**src/rtl/rtype_pkg.sv**
```systemverilog
// Shared types and constants for the R-type issue front end.
package rtype_pkg;

    // Operation codes carried on the request interface; 10..15 are undefined.
    typedef enum logic [3:0] {
        OP_ADD  = 4'd0,
        OP_SUB  = 4'd1,
        OP_SLL  = 4'd2,
        OP_SLT  = 4'd3,
        OP_SLTU = 4'd4,
        OP_XOR  = 4'd5,
        OP_SRL  = 4'd6,
        OP_SRA  = 4'd7,
        OP_OR   = 4'd8,
        OP_AND  = 4'd9
    } op_e;

    typedef enum logic [1:0] {
        ST_IDLE   = 2'd0,
        ST_ISSUE  = 2'd1,
        ST_BUBBLE = 2'd2
    } state_e;

    // Queued request; op kept as raw bits so undefined codes survive to dequeue.
    typedef struct packed {
        logic [3:0] op;
        logic [4:0] rd;
        logic [4:0] rs1;
        logic [4:0] rs2;
    } req_t;

    localparam int REQ_W = $bits(req_t);

    localparam logic [6:0] OPC_RTYPE = 7'b0110011;
    localparam logic [6:0] F7_BASE   = 7'b0000000;
    localparam logic [6:0] F7_ALT    = 7'b0100000;

    localparam logic [2:0] F3_ADD_SUB = 3'b000;
    localparam logic [2:0] F3_SLL     = 3'b001;
    localparam logic [2:0] F3_SLT     = 3'b010;
    localparam logic [2:0] F3_SLTU    = 3'b011;
    localparam logic [2:0] F3_XOR     = 3'b100;
    localparam logic [2:0] F3_SRL_SRA = 3'b101;
    localparam logic [2:0] F3_OR      = 3'b110;
    localparam logic [2:0] F3_AND     = 3'b111;

    localparam logic [1:0] ALUOP_R    = 2'b10;
    localparam logic [1:0] ALUOP_IDLE = 2'b00;

    function automatic logic op_legal(logic [3:0] op);
        return op <= OP_AND;
    endfunction

    // Build the 32-bit R-type word; undefined ops fall back to ADD fields
    // but are never issued.
    function automatic logic [31:0] encode(req_t r);
        logic [6:0] f7;
        logic [2:0] f3;
        f7 = F7_BASE;
        f3 = F3_ADD_SUB;
        case (r.op)
            OP_ADD:  f3 = F3_ADD_SUB;
            OP_SUB:  begin f7 = F7_ALT; f3 = F3_ADD_SUB; end
            OP_SLL:  f3 = F3_SLL;
            OP_SLT:  f3 = F3_SLT;
            OP_SLTU: f3 = F3_SLTU;
            OP_XOR:  f3 = F3_XOR;
            OP_SRL:  f3 = F3_SRL_SRA;
            OP_SRA:  begin f7 = F7_ALT; f3 = F3_SRL_SRA; end
            OP_OR:   f3 = F3_OR;
            OP_AND:  f3 = F3_AND;
            default: ;
        endcase
        return {f7, r.rs2, r.rs1, f3, r.rd, OPC_RTYPE};
    endfunction

endpackage

```
**src/rtl/rtype_fifo.sv**
```systemverilog
// Synchronous FIFO, power-of-two depth. A push while full is taken only
// when a pop frees the slot in the same cycle.
module rtype_fifo #(
    parameter int DEPTH = 4,
    parameter int WIDTH = 19
) (
    input  logic                     clk,
    input  logic                     reset,
    input  logic                     push,
    input  logic [WIDTH-1:0]         wdata,
    input  logic                     pop,
    output logic [WIDTH-1:0]         rdata,
    output logic                     full,
    output logic                     empty,
    output logic [$clog2(DEPTH):0]   count
);

    localparam int AW = $clog2(DEPTH);
    localparam int CW = AW + 1;

    logic [DEPTH-1:0][WIDTH-1:0] mem_q, mem_d;
    logic [AW-1:0]               wptr_q, wptr_d;
    logic [AW-1:0]               rptr_q, rptr_d;
    logic [CW-1:0]               cnt_q, cnt_d;
    logic                        do_push, do_pop;

    assign full  = (cnt_q == CW'(DEPTH));
    assign empty = (cnt_q == '0);
    assign count = cnt_q;
    assign rdata = mem_q[rptr_q];

    assign do_pop  = pop && !empty;
    assign do_push = push && (!full || do_pop);

    // Next pointer/occupancy and storage write.
    always_comb begin
        mem_d  = mem_q;
        wptr_d = wptr_q;
        rptr_d = rptr_q;
        cnt_d  = cnt_q;
        if (do_push) begin
            mem_d[wptr_q] = wdata;
            wptr_d        = wptr_q + AW'(1);
        end
        if (do_pop) begin
            rptr_d = rptr_q + AW'(1);
        end
        case ({do_push, do_pop})
            2'b10:   cnt_d = cnt_q + CW'(1);
            2'b01:   cnt_d = cnt_q - CW'(1);
            default: ;
        endcase
    end

    // Control registers; reset empties the queue.
    always_ff @(posedge clk) begin
        if (reset) begin
            wptr_q <= '0;
            rptr_q <= '0;
            cnt_q  <= '0;
        end else begin
            wptr_q <= wptr_d;
            rptr_q <= rptr_d;
            cnt_q  <= cnt_d;
        end
    end

    // Storage needs no reset; occupancy decides what is valid.
    always_ff @(posedge clk) begin
        mem_q <= mem_d;
    end

endmodule

```
**src/rtl/rtype_issue.sv**
```systemverilog
// Issue front end: queue decoded requests, encode to R-type words and
// present them to the datapath with a fixed bubble gap between issues.
module rtype_issue
    import rtype_pkg::*;
#(
    parameter int DEPTH = 4,
    parameter int GAP   = 2
) (
    input  logic        clk,
    input  logic        reset,
    input  logic        req_valid,
    output logic        req_ready,
    input  logic [3:0]  req_op,
    input  logic [4:0]  req_rd,
    input  logic [4:0]  req_rs1,
    input  logic [4:0]  req_rs2,
    output logic [31:0] instr,
    output logic [1:0]  ALUOp,
    output logic        reg_write,
    output logic        issue_valid,
    output logic [15:0] issued_cnt,
    output logic        illegal
);

    localparam int CW = $clog2(DEPTH) + 1;
    // Bubble counter counts down from GAP-1 to 0, giving GAP bubble cycles.
    localparam logic [3:0] GAP_LD = (GAP > 0) ? 4'(GAP - 1) : 4'd0;

    state_e      state_q, state_d;
    logic [3:0]  bub_q, bub_d;
    logic [31:0] instr_q, instr_d;
    logic [1:0]  aluop_q, aluop_d;
    logic        reg_write_q, reg_write_d;
    logic        issue_valid_q, issue_valid_d;
    logic [15:0] issued_cnt_q, issued_cnt_d;
    logic        illegal_q, illegal_d;

    logic             push, pop, full, empty, more;
    logic [CW-1:0]    fifo_cnt;
    logic [REQ_W-1:0] wdata, rdata;
    req_t             head;
    logic             fire, drop;

    assign req_ready = !full;
    assign push      = req_valid && req_ready;
    assign wdata     = {req_op, req_rd, req_rs1, req_rs2};
    assign head      = req_t'(rdata);
    assign pop       = (state_q == ST_ISSUE);

    rtype_fifo #(
        .DEPTH (DEPTH),
        .WIDTH (REQ_W)
    ) u_fifo (
        .clk   (clk),
        .reset (reset),
        .push  (push),
        .wdata (wdata),
        .pop   (pop),
        .rdata (rdata),
        .full  (full),
        .empty (empty),
        .count (fifo_cnt)
    );

    // Something remains after this cycle's pop (counting a same-cycle push).
    assign more = (fifo_cnt > CW'(1)) || push;

    // Next-state: IDLE waits for work, ISSUE pops one entry, BUBBLE spaces issues.
    always_comb begin
        state_d = state_q;
        bub_d   = bub_q;
        case (state_q)
            ST_IDLE: begin
                if (!empty) state_d = ST_ISSUE;
            end
            ST_ISSUE: begin
                if (GAP > 0) begin
                    state_d = ST_BUBBLE;
                    bub_d   = GAP_LD;
                end else if (more) begin
                    state_d = ST_ISSUE;
                end else begin
                    state_d = ST_IDLE;
                end
            end
            ST_BUBBLE: begin
                if (bub_q == 4'd0) begin
                    state_d = empty ? ST_IDLE : ST_ISSUE;
                end else begin
                    bub_d = bub_q - 4'd1;
                end
            end
            default: state_d = ST_IDLE;
        endcase
    end

    // Output encoding; an undefined op consumes its issue slot but only pulses illegal.
    always_comb begin
        fire          = (state_q == ST_ISSUE) && op_legal(head.op);
        drop          = (state_q == ST_ISSUE) && !op_legal(head.op);
        instr_d       = fire ? encode(head) : 32'h0000_0000;
        aluop_d       = fire ? ALUOP_R : ALUOP_IDLE;
        reg_write_d   = fire;
        issue_valid_d = fire;
        issued_cnt_d  = issued_cnt_q + 16'(fire);
        illegal_d     = drop;
    end

    // State and registered outputs; reset drops any bubble in progress.
    always_ff @(posedge clk) begin
        if (reset) begin
            state_q       <= ST_IDLE;
            bub_q         <= 4'd0;
            instr_q       <= 32'h0000_0000;
            aluop_q       <= ALUOP_IDLE;
            reg_write_q   <= 1'b0;
            issue_valid_q <= 1'b0;
            issued_cnt_q  <= 16'd0;
            illegal_q     <= 1'b0;
        end else begin
            state_q       <= state_d;
            bub_q         <= bub_d;
            instr_q       <= instr_d;
            aluop_q       <= aluop_d;
            reg_write_q   <= reg_write_d;
            issue_valid_q <= issue_valid_d;
            issued_cnt_q  <= issued_cnt_d;
            illegal_q     <= illegal_d;
        end
    end

    assign instr       = instr_q;
    assign ALUOp       = aluop_q;
    assign reg_write   = reg_write_q;
    assign issue_valid = issue_valid_q;
    assign issued_cnt  = issued_cnt_q;
    assign illegal     = illegal_q;

endmodule

```
**config.mk**
```make
export PLATFORM = sky130hd
export DESIGN_NAME = rtype_issue
export DESIGN_NICKNAME = d
export VERILOG_FILES = /design/src/rtl/rtype_pkg.sv /design/src/rtl/rtype_fifo.sv /design/src/rtl/rtype_issue.sv
export SDC_FILE = /design/constraint.sdc
export NUM_CORES = 1
export LEC_CHECK = 0
export CAP_MARGIN = 10
export CELL_PAD_IN_SITES_DETAIL_PLACEMENT = 0
export CELL_PAD_IN_SITES_GLOBAL_PLACEMENT = 1
export CORE_AREA = 2 2 105 107
export DETAILED_ROUTE_END_ITERATION = 8
export DIE_AREA = 0 0 107 109
export PLACE_DENSITY_LB_ADDON = 0.1
export SLEW_MARGIN = 30
export SYNTH_ARGS = -nofsm -noshare
export SYNTH_HDL_FRONTEND = slang
export SYNTH_SLANG_ARGS = --single-unit
```
**constraint.sdc**
```tcl
create_clock -name clk -period 5.7 [get_ports clk]
set_input_delay 0.855 -clock clk [delete_from_list [all_inputs] [get_ports clk]]
set_output_delay 0.855 -clock clk [all_outputs]
set_load 0.05 [all_outputs]
```
After elaboration in Yosys (flattened, before gate mapping)
Index checks and enable logic that the tools add are counted.
{"block": "op_classes", "n_addsub": 6, "multipliers": 0, "div": 0, "magnitude_cmp": 4, "eq_ne": 17, "shifts": 0, "muxes": 16, "bitwise": 1, "reduce_logical": 20}
{"op": "bitwise mux 76 bit", "count": 1}
{"op": "binary-select mux 19 bit (select 2 bit)", "count": 1}
{"op": "demux 19 bit (select 2 bit)", "count": 1}
{"op": "2-to-1 mux 19 bit", "count": 2}
{"op": "one-hot mux 3 bit (7 select lines)", "count": 1}
{"op": "adder 16 x 1 -> 16 bit", "count": 1}
{"op": "== test 4 x 3 -> 1 bit, second input constant", "count": 4}
{"op": "2-to-1 mux 6 bit", "count": 2}
{"op": "== test 4 x 2 -> 1 bit, second input constant", "count": 2}
{"op": "== test 4 bit, second input constant", "count": 2}
{"op": "one-hot mux 4 bit (2 select lines)", "count": 1}
{"op": "logical AND 1 bit", "count": 6}
{"op": "less-than comparator 2 x 3 -> 1 bit, second input constant", "count": 2}
{"op": "2-to-1 mux 2 bit", "count": 3}
{"op": "inequality test 2 bit, second input constant", "count": 3}
{"op": "one-hot mux 2 bit (3 select lines)", "count": 1}
{"op": "one-hot mux 3 bit (2 select lines)", "count": 1}
{"op": "OR reduction 2 bit", "count": 3}
{"op": "adder 2 x 1 -> 2 bit, second input constant", "count": 2}
{"op": "== test 2 x 1 -> 1 bit, second input constant", "count": 2}
{"op": "== test 2 bit, second input constant", "count": 2}
{"op": "== test 4 x 1 -> 1 bit, second input constant", "count": 1}
{"op": "<= comparator 4 bit, second input constant", "count": 1}
{"op": "logical NOT 4 bit", "count": 1}
{"op": "14 further kinds", "count": 18}
{"block": "word_totals", "ff_bits": 140, "latchBits": 0, "ram_bits": 0, "mem_bits_ro": 0, "input_bits": 22, "output_inout_bits": 54, "word_cells": 79, "n_memories": 0}

Longest topological paths before layout
Gate-level depths: netlist (run 1).
{"block": "depth", "ltp_word": 7, "depth_mapped": 9}

Modules after synthesis
From an unflattened synthesis (run 1), not the netlist that was laid out.
{"block": "unflattened", "hier_cells": 358, "area_unflattened_um2": 5146.2}
{"module": "rtype_fifo", "n_inst": 1, "cells_per_inst": 162, "area_per_inst_um2": 3256.9, "seq_area_each_um2": 2422.3}
{"module": "rtype_issue", "n_inst": 1, "cells_per_inst": 196, "area_per_inst_um2": 1889.3, "seq_area_each_um2": 860.8}

Worst setup path after synthesis (run 1)
OpenSTA, ideal clock, no wires.
{"block": "synth_path", "path_type": "flip-flop to flip-flop", "start": "register u_fifo.rptr_q[0]", "end": "register issued_cnt_q[15], in the netlist issued_cnt[15]", "setup_time_ns": 0.071, "arrival_ns": 2.568, "required_ns": 5.629, "setup_slack_ns": 3.061, "stages_incl_launch_ff": 10, "path_buffers": 1, "synth_period_minus_slack_ns": 2.639, "cell_sequence": "dfxtp_1 buf_6 mux4_2 o21ai_4 and2_1 ha_1 nand3_1 or2_1 or4_1 a21oi_1"}
{"block": "synth_via", "elab_chain_cells": 5}
{"element": "start: declaration", "line_no": "rtype_fifo.sv:23", "rtl": "logic [AW-1:0] rptr_q, rptr_d;"}
{"element": "start signal: assignment", "line_no": "rtype_fifo.sv:63", "rtl": "rptr_q <= rptr_d;"}
{"element": "binary-select mux 19 bit (select 2 bit)", "line_no": "rtype_fifo.sv:30", "rtl": "assign rdata = mem_q[rptr_q];"}
{"element": "2-to-1 mux 19 bit (implied by the code)", "line_no": "rtype_fifo.sv:30"}
{"element": "<= comparator 4 bit", "line_no": "rtype_pkg.sv:51", "rtl": "return op <= OP_AND;"}
{"element": "logical AND 1 bit", "line_no": "rtype_issue.sv:99", "rtl": "fire = (state_q == ST_ISSUE) && op_legal(head.op);"}
{"element": "via fire", "line_no": "rtype_issue.sv:42", "rtl": "logic fire, drop;"}
{"element": "adder 16 x 1 -> 16 bit", "line_no": "rtype_issue.sv:105", "rtl": "issued_cnt_d = issued_cnt_q + 16'(fire);"}
{"element": "end signal: assignment", "line_no": "rtype_issue.sv:127", "rtl": "issued_cnt_q <= issued_cnt_d;"}
{"element": "end: declaration", "line_no": "rtype_issue.sv:35", "rtl": "logic [15:0] issued_cnt_q, issued_cnt_d;"}
The timed path passes the listed nets, and every way through them passes these cells. The select of a mux whose other input is x is not followed.
A chain may end at the register's enable or synchronous reset.

Final worst setup path (run 1)
Same ends and word-level chain as after synthesis.

==> reports/metrics.cfg, run 1 <==
[die]
initial_core_util_pct=46.6
die_width_um=107
die_h_um=109
coreArea_um2=10600
num_rows=38
ios=76
die_area_um2=11700

[global_route]
grt_pass1_vias=2711
grt_max_degree=31
track_usage_pct=15.9
grt_pass1_wl_um=13400
antenna_found_initial=0
overflow=0

[synth]
seq_area_frac_synth_pct=66.4
avgSynthCellArea_um2=15.1
syn_area_um2=4950
ys_async_sr_fraction_pct=0
synth-edff-count=76
synth_ff_type=edfxtp_1
synth_cells=328
synth_cell_types=43
yosys_warnings=0
yosys_register_bits=126

[worst_hold_path]
hold_class=reg -> reg

[placed_design]
dp_hpwl_um=5260
dp.cells=520
pre_cts_ws_ns=2.69
placed_cell_area_um2=5660
io_buffers=65
place_congestion=0.738

[power_and_ir_drop]
peakVddDrop_mv=0.177
p_leak_nw=2.14
p_per_area_nw_per_um2=383

[cells_and_area]
final_common_cell=edfxtp_1
fin_util_pct=58.3
nets=431
drive_gt1_share_pct=15.0
num-fill-cells=860
insertedDiodeCount=0
design_area_um2=6180
final_cell_mix=edfxtp_1, clkdlybuf4s50_1, dfxtp_1
syn_to_final_growth_pct=25.0
fin_cells=552

[clock_tree]
cts_root_buffer=clkbuf_8
cts-hold-fix-buffers=0
cts_resized=0
cts.clk_slew.worst_paths_ns=0.06
post_cts.repair.setup_buffers=0
clock_path_buffers=2
cts_tree=yes
clock_sinks=126
clock_latency_ns=0.52
htree_levels=4
cts_made_buffers=17

[worst_setup_path]
critPathBufInv=0
path_class=reg -> reg
crit_path_start=u_fifo.rptr_q[0]
crit_arrival_ns=3.44
cp_slowest_cell=mux4_2
crit_chain=mux4_2, o21ai_4, and2_1, ha_1, nand3_1, or2_1, or4_1, a21oi_1
reg2reg_to=issued_cnt[15]
cp_slowest_stage_delay_ns=0.68
rrSetupSlack_ns=2.71
crit_family=simple AND/OR/NAND/NOR gates
crit_end=issued_cnt[15]
r2r_start=u_fifo.rptr_q[0]
cp_max_fo=8
worst_setup_path_start_kind=register
path_depth=8
worstRegToRegCells=8
cp.required_ns=6.15
worst_setup_path_end_kind=register

[routing]
postRouteAntennaNets=0
postRouteWirelength_um=8360
num_vias=2720
wl_per_cell_um=15.1
drt_iter0_drc=117
drcViolationCount=0
first_pass_iters=4
via_per_inst=4.93

[sta]
rsz0062_at_grt=no
fmax_mhz=334
relSlewSlack_pct=63.0
setup_slack_ns=2.71
setup_viol=0
period_share_pct=52.5
fin_skew_ns=0.00860
setup_tns_ns=0
hold_viol_final=0
slew_violations=0
fin_crit_ns=2.99
tightest_slew_ns=0.555

[run_status]
status=finished clean

[run]
drv_cap=0

## cell type report
cell class	instances	area, um2	area share, %
well taps	140	175	2.83
clock buffers	20	425	6.88
clock inverters	12	96.3	1.56
inverters	10	37.5	0.607
multi-input cells	177	1500	24.2
repair buffers	67	666	10.8
flip-flops and latches	126	3280	53.1
## cell usage after synthesis, drive strengths merged, types with 5 or more instances
cell type  count  share of area [%]
dfxtp         50                 20
and3           6               0.76
buf           20                3.1
ha             9                2.3
mux4          19                9.0
and2b          6               0.91
nor2b         14                2.5
xnor2          6                1.1
a21oi         11                1.1
nand3         10                1.0
nand2          8               0.61
o21ai          6               0.83
nor3           5               0.51
xor2          12                2.1
inv           10               0.76
nor2          24                1.8
edfxtp        76                 46
## layer usage
layer / part of all wire (%) / vias up / global-route usage [%] / wire length [um]
li1: - / 1317 / - / -
met1: 47 / 1330 / 20.8 / 3930
met2: 47 / 58 / 23.8 / 3900
met3: 4.2 / 15 / 5.20 / 352
met4: 2.2 / 0 / 8.35 / 182
met5: 0 / - / 0 / 0
## per-stage QoR
stage,power [mW],hold WS [ns]
after floorplan,1.36,0.441
after global placement,1.45,0.462
after detailed placement,1.45,0.469
after CTS,2.40,0.477
after global routing,2.47,0.513
final,2.37,0.478
## worst min-delay path by stage
| stage | startpoint | endpoint | slack [ns] | cells after the start |
|---|---|---|---|---|
| after floorplan | state_q[0] | state_q[0] | 0.44 | 1 |
| after global placement | state_q[0] | state_q[0] | 0.46 | 1 |
| after detailed placement | state_q[0] | state_q[0] | 0.47 | 1 |
| after CTS | state_q[0] | state_q[0] | 0.48 | 1 |
| after global routing | state_q[0] | state_q[0] | 0.51 | 1 |
| final | state_q[0] | state_q[0] | 0.48 | 1 |
## power breakdown
part	switching [mW]	total (mW)	internal, mW
Clock	0.367	0.937	0.571
Sequential	0.0313	1.07	1.03
Combinational	0.215	0.363	0.148
Total	0.613	2.37	1.75
## flip-flops by register name, indices dropped and copies added (netlist names)
signal         flops
bub_q              4
u_fifo.wptr_q      2
issued_cnt        16
instr             20
u_fifo.count       3
u_fifo.mem_q      76
state_q            2
u_fifo.rptr_q      2
illegal            1
## cell families (layout without fill, tap and decap cells)
family / after synthesis / in the layout / synth area share, %
adder cells (fa/ha/maj): 10 / 10 / 2.68
flip-flops: 126 / 126 / 66.4
AND/OR/NAND/NOR: 99 / 99 / 11.9
AO/OA/AOI/OAI: 20 / 20 / 2.38
buffers and inverters: 34 / 109 / 4.15
other: 1 / 10 / 0.0758
XOR/XNOR: 18 / 18 / 3.19
multiplexers: 20 / 20 / 9.26
(Power assumes the default switching activity.)
==> run 2, diff against run 1 <==
--- a/config.mk
+++ b/config.mk
@@ -8,9 +8,9 @@
 export CAP_MARGIN = 10
 export CELL_PAD_IN_SITES_DETAIL_PLACEMENT = 0
 export CELL_PAD_IN_SITES_GLOBAL_PLACEMENT = 1
-export CORE_AREA = 2 2 105 107
+export CORE_AREA = 2 2 110 112
 export DETAILED_ROUTE_END_ITERATION = 8
-export DIE_AREA = 0 0 107 109
+export DIE_AREA = 0 0 112 114
 export PLACE_DENSITY_LB_ADDON = 0.1
 export SLEW_MARGIN = 30
 export SYNTH_ARGS = -nofsm -noshare
==> constraint.sdc (replaced) <==
create_clock -name clk -period 2.8 [get_ports clk]
set_input_delay 0.42 -clock clk [delete_from_list [all_inputs] [get_ports clk]]
set_output_delay 0.42 -clock clk [all_outputs]
set_load 0.05 [all_outputs]
==> reports/metrics.cfg, run 2 (synthesis gave the netlist of run 1 again) <==
[sta]
setup_viol=0  ; unchanged
relSlewSlack_pct=66.1  ; +3.1 points
fmax_mhz=385  ; +15%
rsz0062_at_grt=no
fin_crit_ns=2.60  ; -0.398 ns
tightest_slew_ns=0.507  ; -0.0478 ns
hold_viol_final=0  ; unchanged
fin_skew_ns=0.00918  ; +0.000575 ns
setup_slack_ns=0.205  ; -2.50 ns
setup_tns_ns=0  ; unchanged
slew_violations=0  ; unchanged
period_share_pct=92.7  ; +40 points

[clock_tree]
cts-hold-fix-buffers=0  ; unchanged
cts_made_buffers=17  ; unchanged
htree_levels=4  ; unchanged
clock_latency_ns=0.40  ; -0.12 ns
cts_root_buffer=clkbuf_16
clock_path_buffers=2  ; unchanged
cts_tree=yes
cts.clk_slew.worst_paths_ns=0.05  ; about the same
clock_sinks=126  ; unchanged

[routing]
postRouteWirelength_um=8600  ; +2.9%
num_vias=2766  ; +1.7%
drcViolationCount=0  ; unchanged
postRouteAntennaNets=0  ; unchanged
drt_iter0_drc=109  ; -6.8%
via_per_inst=4.85  ; -1.5%
wl_per_cell_um=15.1  ; -0.33%
first_pass_iters=4  ; unchanged

[global_route]
top_usage_layer=met2
grt_use_met3_pct=4.36  ; -0.84 points
grt_max_degree=30  ; -3.2%
overflow=0  ; unchanged
grt_pass1_vias=2713  ; +0.074%
grt_pass1_wl_um=13900  ; +3.3%
grtUsageMet1_pct=17.3  ; -3.5 points
track_usage_pct=14.4  ; -1.5 points
use_met2_pct=24.9  ; +1.1 points
antenna_found_initial=0  ; unchanged

[die]
die_h_um=114  ; +4.6%
die_area_um2=12800  ; +9.5%
ios=76  ; unchanged
initial_core_util_pct=42.2  ; -4.4 points
die_width_um=112  ; +4.7%
num_rows=40  ; +5.3%
coreArea_um2=11700  ; +10%

[power_and_ir_drop]
peakVddDrop_mv=0.527  ; +200%
power_frac_seq_pct=42.6  ; -2.5 points
power_frac_comb_pct=15.4  ; about the same
finalPower_mw=5.07  ; +110%
p_per_area_nw_per_um2=801  ; +110%
clockPowerShare_pct=42.0  ; +2.4 points
sw_frac_of_total_pct=25.7  ; -0.22 points
power_switching_mw=1.30  ; +110%
p_leak_nw=2.23  ; +3.9%
p_int_mw=3.77  ; +110%

[cells_and_area]
final_common_cell=edfxtp_1
drive_gt1_share_pct=17.3  ; +2.2 points
final_cell_mix=edfxtp_1, clkdlybuf4s50_1, dfxtp_1
syn_to_final_growth_pct=28.0
insertedDiodeCount=0  ; unchanged
num-fill-cells=1024  ; +19%
regArea_um2=3280  ; unchanged
nets=442  ; +2.6%
multiInputGateArea_um2=1490  ; -0.33%
fin_cells=570  ; +3.3%
largest_register=u_fifo.mem_q
largest_reg_flops=76  ; unchanged

[worst_setup_path]
path_class=reg -> reg
worst_setup_path_start_kind=register
worst_setup_path_end_kind=register
cp.required_ns=3.13  ; -3.02 ns
critPathBufInv=0  ; unchanged
crit_family=simple AND/OR/NAND/NOR gates
crit_chain=mux4_2, o21ai_4, and2_1, ha_1, nand3_1, or2_1, or4_1, a21oi_1
cp_max_fo=5  ; -3
crit_arrival_ns=2.92  ; -0.52 ns
cp_slowest_cell=mux4_2
cp_slowest_stage_delay_ns=0.56  ; -0.12 ns

[placed_design]
dp.cells=537  ; +3.3%
io_buffers=65  ; unchanged
dp_hpwl_um=5480  ; +4.2%
place_congestion=0.751  ; +1.8%
pre_cts_ws_ns=0.0606  ; -2.63 ns

[worst_hold_path]
hold_class=reg -> reg

[run]
drv_cap=0  ; unchanged

[run_status]
status=finished clean

==> run 2: cell types whose count changed in the layout (fill, tap and decap cells not counted) <==
cell | before | now
bufinv_16 | 1 | 2
clkinv_1 | 2 | 0
and3_1 | 2 | 6
clkinvlp_4 | 4 | 5
clkbuf_1 | 3 | 1
and3_2 | 4 | 0
clkbuf_16 | 16 | 17
clkinv_4 | 0 | 3
clkinv_2 | 4 | 2
buf_4 | 2 | 13
==> run 2: worst reg2reg max path: stages (launching register included) <==
cell and delay [ns]:
dfxtp_2 0.39, mux4_2 0.57, o21ai_4 0.17, and2_1 0.14
ha_1 0.21, nand3_1 0.14, or2_1 0.29, or4_1 0.48
a21oi_1 0.14
==> run 2: final timing paths <==
kind,startpoint,endpoint,slack (ns),cells past startpoint
setup reg to reg,u_fifo.rptr_q[0],issued_cnt[15],0.20,8
hold / removal,state_q[0],state_q[0],0.48,1
hold reg to reg,state_q[0],state_q[0],0.48,1
setup / recovery,u_fifo.rptr_q[0],issued_cnt[15],0.20,8
==> run 2: area by class of cell <==
class | count | area share [%]
Multi-Input combinational cell | 177 | 23.6
Timing Repair Buffer | 78 | 11.8
Clock buffer | 19 | 7.00
Inverter | 10 | 0.593
Clock inverter | 13 | 2.25
Sequential cell | 126 | 51.9
Tap cell | 147 | 2.91
==> run 2: per-stage QoR <==
stage	hold slack, ns	area (um2)	utilization (%)
detailed placement	0.473	5740	49.0
floorplan	0.441	4980	-
finish	0.482	6330	54.1
global route	0.510	6330	54.1
CTS	0.481	6320	54.0
global placement	0.460	5740	49.0
==> run 2: repair_timing <==
item                                    4_1_cts  5_1_grt
setup buffers                                 0        1
gates resized for setup                       0        1
endpoints found under the setup margin        0        2
==> run 2: metal layers <==
layer	vias to the layer above	routed length, um	share of wire, %
met5	-	0	0
met4	0	109	1.3
met3	11	330	3.8
met2	58	4350	51
met1	1356	3820	44
li1	1341	-	-
==> run 2: power groups by stage <==
stage               clock, mW  sequential, mW  combinational (mW)
global route             2.25            2.18               0.851
CTS                      2.18            2.16               0.791
global placement            0            2.20               0.782
finish                   2.13            2.16               0.779
detailed placement          0            2.20               0.788
floorplan                   0            2.28               0.488
